==> config.mk <==
export PLATFORM = sky130hd
export DESIGN_NAME = instr_fetch
export DESIGN_NICKNAME = d
export VERILOG_FILES = /design/src/rtl/instr_fetch.sv
export SDC_FILE = /design/constraint.sdc
export NUM_CORES = 1
export LEC_CHECK = 0
export CAP_MARGIN = 20
export CORE_MARGIN = 2
export CORE_UTILIZATION = 50
export DETAILED_ROUTE_END_ITERATION = 7
export GPL_ROUTABILITY_DRIVEN = 1
export GPL_TIMING_DRIVEN = 0
export PLACE_DENSITY = 0.75
export SETUP_SLACK_MARGIN = 0.1
export SLEW_MARGIN = 5
export SYNTH_ARGS = -nofsm -noshare
export SYNTH_HDL_FRONTEND = slang
export SYNTH_SLANG_ARGS = --single-unit
export TNS_END_PERCENT = 50
==> constraint.sdc <==
create_clock -name clk -period 7.86 [get_ports clk]
set_input_delay 1.965 -clock clk [delete_from_list [all_inputs] [get_ports clk]]
set_output_delay 1.965 -clock clk [all_outputs]
set_load 0.01 [all_outputs]
==> src/rtl/instr_fetch.sv <==
// instr_fetch: PhilosophyV instruction fetch stage, directly upstream of
// instr_decoder. Owns the program counter, issues word requests to
// instruction memory, buffers returned words in an in-order queue and hands
// them to the decoder over a valid/ready handshake. A redirect flushes the
// queue and marks every response still in flight for silent discard.
//
// Build option: define FETCH_BYPASS_EN to let a response go straight to the
// decoder when the queue is empty (0-cycle response-to-output latency).
// Without it every word passes through the queue and the output ports are
// driven from registers only.
module instr_fetch #(
  parameter int unsigned  N        = 32,
  parameter logic [N-1:0] RESET_PC = '0,
  parameter int unsigned  QDEPTH   = 2
) (
  input  logic         clk,
  input  logic         rst_n,
  output logic         imem_req,
  output logic [N-1:0] imem_addr,
  input  logic         imem_gnt,
  input  logic         imem_rvalid,
  input  logic [N-1:0] imem_rdata,
  input  logic         redirect,
  input  logic [N-1:0] redirect_pc,
  output logic         out_valid,
  input  logic         out_ready,
  output logic [N-1:0] out_instr,
  output logic [N-1:0] out_pc
);

  localparam int unsigned AW = (QDEPTH > 1) ? $clog2(QDEPTH) : 1;
  localparam int unsigned CW = AW + 1;

  localparam logic [CW:0]  QD_LIM = (CW + 1)'(QDEPTH);
  localparam logic [N-1:0] NOP    = N'(32'h0000_0013);
  localparam logic [N-1:0] PC_RST = {RESET_PC[N-1:2], 2'b00};

  // Fetch queue: instruction word and its address, written at wr_ptr.
  logic [N-1:0]  q_instr [QDEPTH];
  logic [N-1:0]  q_pc    [QDEPTH];
  logic [AW-1:0] wr_ptr;
  logic [AW-1:0] rd_ptr;
  logic [CW-1:0] count;

  // Address of every granted request, consumed in order by the responses.
  logic [N-1:0]  rpc_mem [QDEPTH];
  logic [AW-1:0] rpc_wr;
  logic [AW-1:0] rpc_rd;

  logic [N-1:0]  pc;
  logic [N-1:0]  last_pc;
  logic [CW-1:0] pend;
  logic [CW-1:0] kill;
  logic          req_en;

  logic [CW:0]   occupancy;
  logic          grant;
  logic          rsp_ok;
  logic          rsp_drop;
  logic          rsp_keep;
  logic [CW-1:0] pend_dec;
  logic          q_push;
  logic          q_pop;
  logic [N-1:0]  rsp_pc;
  logic          bypass_take;
  logic          unused_bits;

  // Low address bits of the redirect target are discarded by design.
  assign unused_bits = ^redirect_pc[1:0];

  // Requests are capped so every granted word is guaranteed a queue slot.
  assign occupancy = {1'b0, count} + {1'b0, pend};
  assign imem_req  = req_en && !redirect && (occupancy < QD_LIM);
  assign imem_addr = pc;
  assign grant     = imem_req && imem_gnt;

  // A response with nothing pending is a protocol error and is ignored.
  assign rsp_ok   = imem_rvalid && (pend != '0);
  assign rsp_drop = rsp_ok && (kill != '0);
  assign rsp_keep = rsp_ok && (kill == '0);
  assign pend_dec = rsp_ok ? (pend - CW'(1)) : pend;
  assign rsp_pc   = rpc_mem[rpc_rd];

  assign q_pop  = (count != '0) && out_ready;
  assign q_push = rsp_keep && !redirect && !bypass_take;

`ifdef FETCH_BYPASS_EN
  logic bypass_hit;

  // The word skips the queue only when nothing older is waiting ahead of it.
  assign bypass_hit  = rsp_keep && !redirect && (count == '0);
  assign bypass_take = bypass_hit && out_ready;
`else
  assign bypass_take = 1'b0;
`endif

  // Control state: pc, queue pointers/count, pending and kill counters.
  always_ff @(posedge clk or negedge rst_n) begin
    if (!rst_n) begin
      pc      <= PC_RST;
      last_pc <= PC_RST;
      wr_ptr  <= '0;
      rd_ptr  <= '0;
      count   <= '0;
      rpc_wr  <= '0;
      rpc_rd  <= '0;
      pend    <= '0;
      kill    <= '0;
      req_en  <= 1'b0;
    end else begin
      req_en <= 1'b1;

      if (out_valid) begin
        last_pc <= out_pc;
      end

      // The address FIFO tracks every granted request, killed or not, so it
      // stays aligned with the in-order response stream across redirects.
      if (grant) begin
        rpc_wr <= rpc_wr + AW'(1);
      end
      if (rsp_ok) begin
        rpc_rd <= rpc_rd + AW'(1);
      end

      if (grant && !rsp_ok) begin
        pend <= pend + CW'(1);
      end else if (!grant && rsp_ok) begin
        pend <= pend - CW'(1);
      end

      if (redirect) begin
        pc     <= {redirect_pc[N-1:2], 2'b00};
        wr_ptr <= '0;
        rd_ptr <= '0;
        count  <= '0;
        // Everything still outstanding after this cycle belongs to the old
        // path; already-killed responses are a subset of pend, not extra.
        kill   <= pend_dec;
      end else begin
        if (grant) begin
          pc <= pc + N'(4);
        end
        if (rsp_drop) begin
          kill <= kill - CW'(1);
        end
        if (q_push) begin
          wr_ptr <= wr_ptr + AW'(1);
        end
        if (q_pop) begin
          rd_ptr <= rd_ptr + AW'(1);
        end
        case ({q_push, q_pop})
          2'b10:   count <= count + CW'(1);
          2'b01:   count <= count - CW'(1);
          default: ;
        endcase
      end
    end
  end

  // Storage arrays carry no reset; validity is tracked by the pointers.
  always_ff @(posedge clk) begin
    if (q_push) begin
      q_instr[wr_ptr] <= imem_rdata;
      q_pc[wr_ptr]    <= rsp_pc;
    end
    if (grant) begin
      rpc_mem[rpc_wr] <= pc;
    end
  end

  // Decoder-facing outputs: queue head, or NOP with the last pc held.
  always_comb begin
    out_valid = 1'b0;
    out_instr = NOP;
    out_pc    = last_pc;
    if (count != '0) begin
      out_valid = 1'b1;
      out_instr = q_instr[rd_ptr];
      out_pc    = q_pc[rd_ptr];
    end
`ifdef FETCH_BYPASS_EN
    else if (bypass_hit) begin
      out_valid = 1'b1;
      out_instr = imem_rdata;
      out_pc    = rsp_pc;
    end
`endif
  end

`ifndef SYNTHESIS
  a_rvalid_needs_pend: assert property (
    @(posedge clk) disable iff (!rst_n) imem_rvalid |-> (pend != '0)
  ) else $error("instr_fetch: imem_rvalid with no pending request");
`endif

endmodule

==> impl_metrics.csv <==
group,metric,value,unit
run_status,outcome,"complete, no violations",
route,drt_wl_total,21000,µm
pwr,switching_share,27.1,%
clock_tree,cts_tree,"done",
route,wl_met2,9880,µm
global_routing,grt_pass1_vias,6361,
layout,nNetsFinal,1000,
synth,synth-seq-cells,257,
route,dr_wl_met3,1470,µm
timing,max_freq,0.160,GHz
clock_tree,h-tree-depth,1,
job,maxCapViolCount,0,
route,avgViaCountPerCell,5.21,
layout,final_area,13300,µm²
global_routing,grt_max_degree,43,
synth,synth-edff-count,184,
layout,layout-drive-gt1-share,12.0,%
clock_tree,numCtsBuffers,25,
place,hpwl,14900,µm
synth,synth_xor_area_share,3.11,%
synth,synth-simple-area-share,9.35,%
place,io_buffers,163,
synth,yosys_most_used_dff,"edfxtp_1",
clock_tree,clock_path_buffers,3,
place,dpl_cell_area,12600,µm²
synth,yosysTopAreaCell,"edfxtp_1",
die,io_pins,168,
synth,synth_area,10400,µm²
setup_path,worstSetupStartpointType,"primary input",
synth,synth_top_family_by_area,"multiplexers",
die,core_region_area,20400,µm²
synth,synth_compound_area_share,4.50,%
global_routing,gr-total-overflow,0,
pwr,cellLeakagePower,4.68,nW
clock_tree,ctsHoldBuffers,0,
clock_tree,clk_latency,0.51,ns
pwr,vdd_drop_max,0.000152,V
route,highest_layer,"met4",
timing,rsz0062_at_grt,"no",
global_routing,grt_antenna_before_repair,0,
setup_path,critical_path_class,"primary input to output pin",
pwr,power_frac_seq,45.7,%
clock_tree,ctsResizeCount,0,
pwr,combPwrFrac,24.7,%
clock_tree,clkTransAtPathRegs,0.06,ns
die,initial_utilization,51.2,%
clock_tree,post_cts_buffers,0,
route,drt_pre_antenna_iters,5,
timing,hold_violations,0,
synth,async_reset_ff_share,28.4,%
synth,yosys_warnings,0,
layout,final_util,65.5,%
synth,synthTopCellsByArea,"edfxtp_1 (53%), dfrtp_1 (18%), mux2i_1 (6.1%), mux2_2 (3.8%), o21ai_0 (3.6%)",
place,place.gp.congestion,0.818,
pwr,switchingPower,0.00103,W
route,m1WireLength,9040,µm
die,die_h,148,µm
layout,antenna_cells,0,
pwr,p_per_area,286,nW/µm²
pwr,pwr-share-clk,29.5,%
setup_path,cp.arrival,4.28,ns
route,routedWlPerCell,17.3,µm
timing,timing.slew.headroom,42.7,%
timing,post-route-min-period,6.25,ns
die,dieArea,22000,µm²
synth,yosysTopAreaCellShare,53.0,%
layout,area_delta_synth_final,28.0,%
timing,slew_viol_final,0,
timing,worst_pin_slew,0.857,ns
synth,synthDistinctLibCells,39,
synth,syn_inst,721,
route,ant_nets,0,
min_path,hold_path.class,"flip-flop to flip-flop",
global_routing,grt_pass1_wl,33200,µm
setup_path,cp_data_required_time,5.89,ns
synth,synth_adder_area_share,0.648,%
timing,layout_worst_path_cycle_share,79.5,%
clock_tree,cts_root_buf,"clkbuf_16",
pwr,p_int,0.00278,W
route,first_iter_violations,367,
global_routing,grt.total_usage,19.3,%
route,vias,6321,
route,drc,0,
synth,synth_mux_area_share,9.93,%
clock_tree,cts_num_sinks,257,
die,die_w,148,µm
die,rows,52,
synth,yosysSeqAreaShare,70.5,%
setup_path,cp-end-kind,"output pin",
setup_path,path_max_fanout,10,
timing,skew,0.00704,ns
timing,setup_viol_count_final,0,
synth,synth.avg_cell_area,14.5,µm²
cell usage in the layout, fill, tap and decap left out, types with 2 or more instances in the layout:
cell type        count
edfxtp_1           184
clkdlybuf4s50_1    162
nand2_1             77
o21ai_0             76
dfrtp_1             73
mux2i_1             64
nor2_1              41
mux2_2              35
clkbuf_1            31
clkbuf_16           25
xnor2_1             24
o21ai_1             15
xor2_1              13
nand3_1             12
buf_4               10
and2_1               9
inv_1                8
nor4_2               8
nor3_1               8
buf_2                6
buf_6                6
and3_1               5
buf_1                4
nor2b_1              4
clkinv_2             4
nand2b_1             3
and4_1               3
nand4_1              3
ha_1                 3
conb_1               3
nor3_2               2
nand4_2              2
nand4_4              2
bufinv_16            2
buf_8                2
path summary, 6_finish.rpt:
kind / slack, ns / cells after the start / to / startpoint
worst max-delay path: 1.61 / 5 / imem_req / redirect
worst min-delay path: 0.47 / 2 / last_pc[9]$_DFFE_PN0N_ / last_pc[9]$_DFFE_PN0N_
worst max register to register: 4.79 / 6 / rpc_mem[1][14]$_DFFE_PP_ / count[0]$_DFFE_PN0P_
worst min register to register: 0.47 / 2 / last_pc[9]$_DFFE_PN0N_ / last_pc[9]$_DFFE_PN0N_
max in group asynchronous: 5.89 / 2 / last_pc[7]$_DFFE_PN0N_ / rst_n
min in group asynchronous: 1.39 / 1 / kill[0]$_DFFE_PN0P_ / rst_n
stage by stage:
| stage | hold WS, ns | total power [W] | TNS, ns | setup slack (ns) | std cells |
|---|---|---|---|---|---|
| after floorplan | 0.439 | 0.00225 | 0 | 0.327 | 722 |
| after global placement | 0.450 | 0.00267 | -340.82 | -2.98 | 1155 |
| after detailed placement | 0.460 | 0.00271 | 0 | 1.57 | 1169 |
| after CTS | 0.474 | 0.00385 | 0 | 1.58 | 1213 |
| after global routing | 0.489 | 0.00399 | 0 | 1.46 | 1213 |
| final | 0.469 | 0.00381 | 0 | 1.61 | 1213 |
registers in the layout, indices dropped and copies added, names as in the netlist:
| register | flops |
|---|---|
| rpc_mem | 60 |
| kill | 2 |
| q_instr | 64 |
| rpc_wr | 1 |
| rd_ptr | 1 |
| rpc_rd | 1 |
| req_en | 1 |
| wr_ptr | 1 |
| pend | 2 |
| q_pc | 60 |
| imem_addr | 30 |
| count | 2 |
| last_pc | 32 |
cell type report:
class | count | area [µm²]
plain buffers | 35 | 165
clock inverters | 7 | 83.8
multi-input cells | 422 | 2900
clock buffers | 37 | 681
flip-flops and latches | 257 | 7350
repair buffers | 177 | 1800
fillers | 1471 | 7020
well taps | 270 | 338
inverters | 8 | 30.0
worst max-delay path, cell delays in order:
cell	delay, ns
clkdlybuf4s50_1	0.60
buf_1	0.44
clkbuf_1	0.66
nor2_1	0.11
clkdlybuf4s50_1	0.51
power groups by stage:
stage                     Combinational (W)  Clock [W]  Sequential [W]
after floorplan                    0.000495          0         0.00176
final                              0.000942    0.00113         0.00174
after CTS                          0.000950    0.00115         0.00174
after global routing                0.00102    0.00120         0.00176
after detailed placement           0.000942          0         0.00177
after global placement             0.000902          0         0.00177
Yosys cell counts, types with 2 or more instances:
library cell  count
edfxtp_1        184
nand2_1          77
o21ai_0          76
dfrtp_1          73
mux2i_1          64
nor2_1           42
mux2_2           35
xnor2_1          24
clkbuf_1         20
o21ai_1          15
xor2_1           13
nand3_1          12
and2_1            9
nor3_1            9
inv_1             8
nor4_2            8
buf_2             6
and3_1            5
buf_1             4
nor2b_1           4
and4_1            3
buf_4             3
ha_1              3
nand2b_1          3
nand4_1           3
buf_6             2
conb_1            2
nand4_2           2
nand4_4           2
cell families after synthesis:
| kind of cell | after synthesis |
|---|---|
| compound gates | 93 |
| mux | 99 |
| other cells | 2 |
| buf+inv | 43 |
| simple gates | 185 |
| flops | 257 |
| xor+xnor | 37 |
| fa+ha+maj | 5 |
per-layer routing:
metal | GRT usage [%] | up-vias
met5 | 0 | -
met2 | 31.8 | 236
li1 | - | 3024
met1 | 26.1 | 3016
met3 | 3.71 | 45
met4 | 6.24 | 0
No activity file was read; power rests on OpenSTA's default activity.
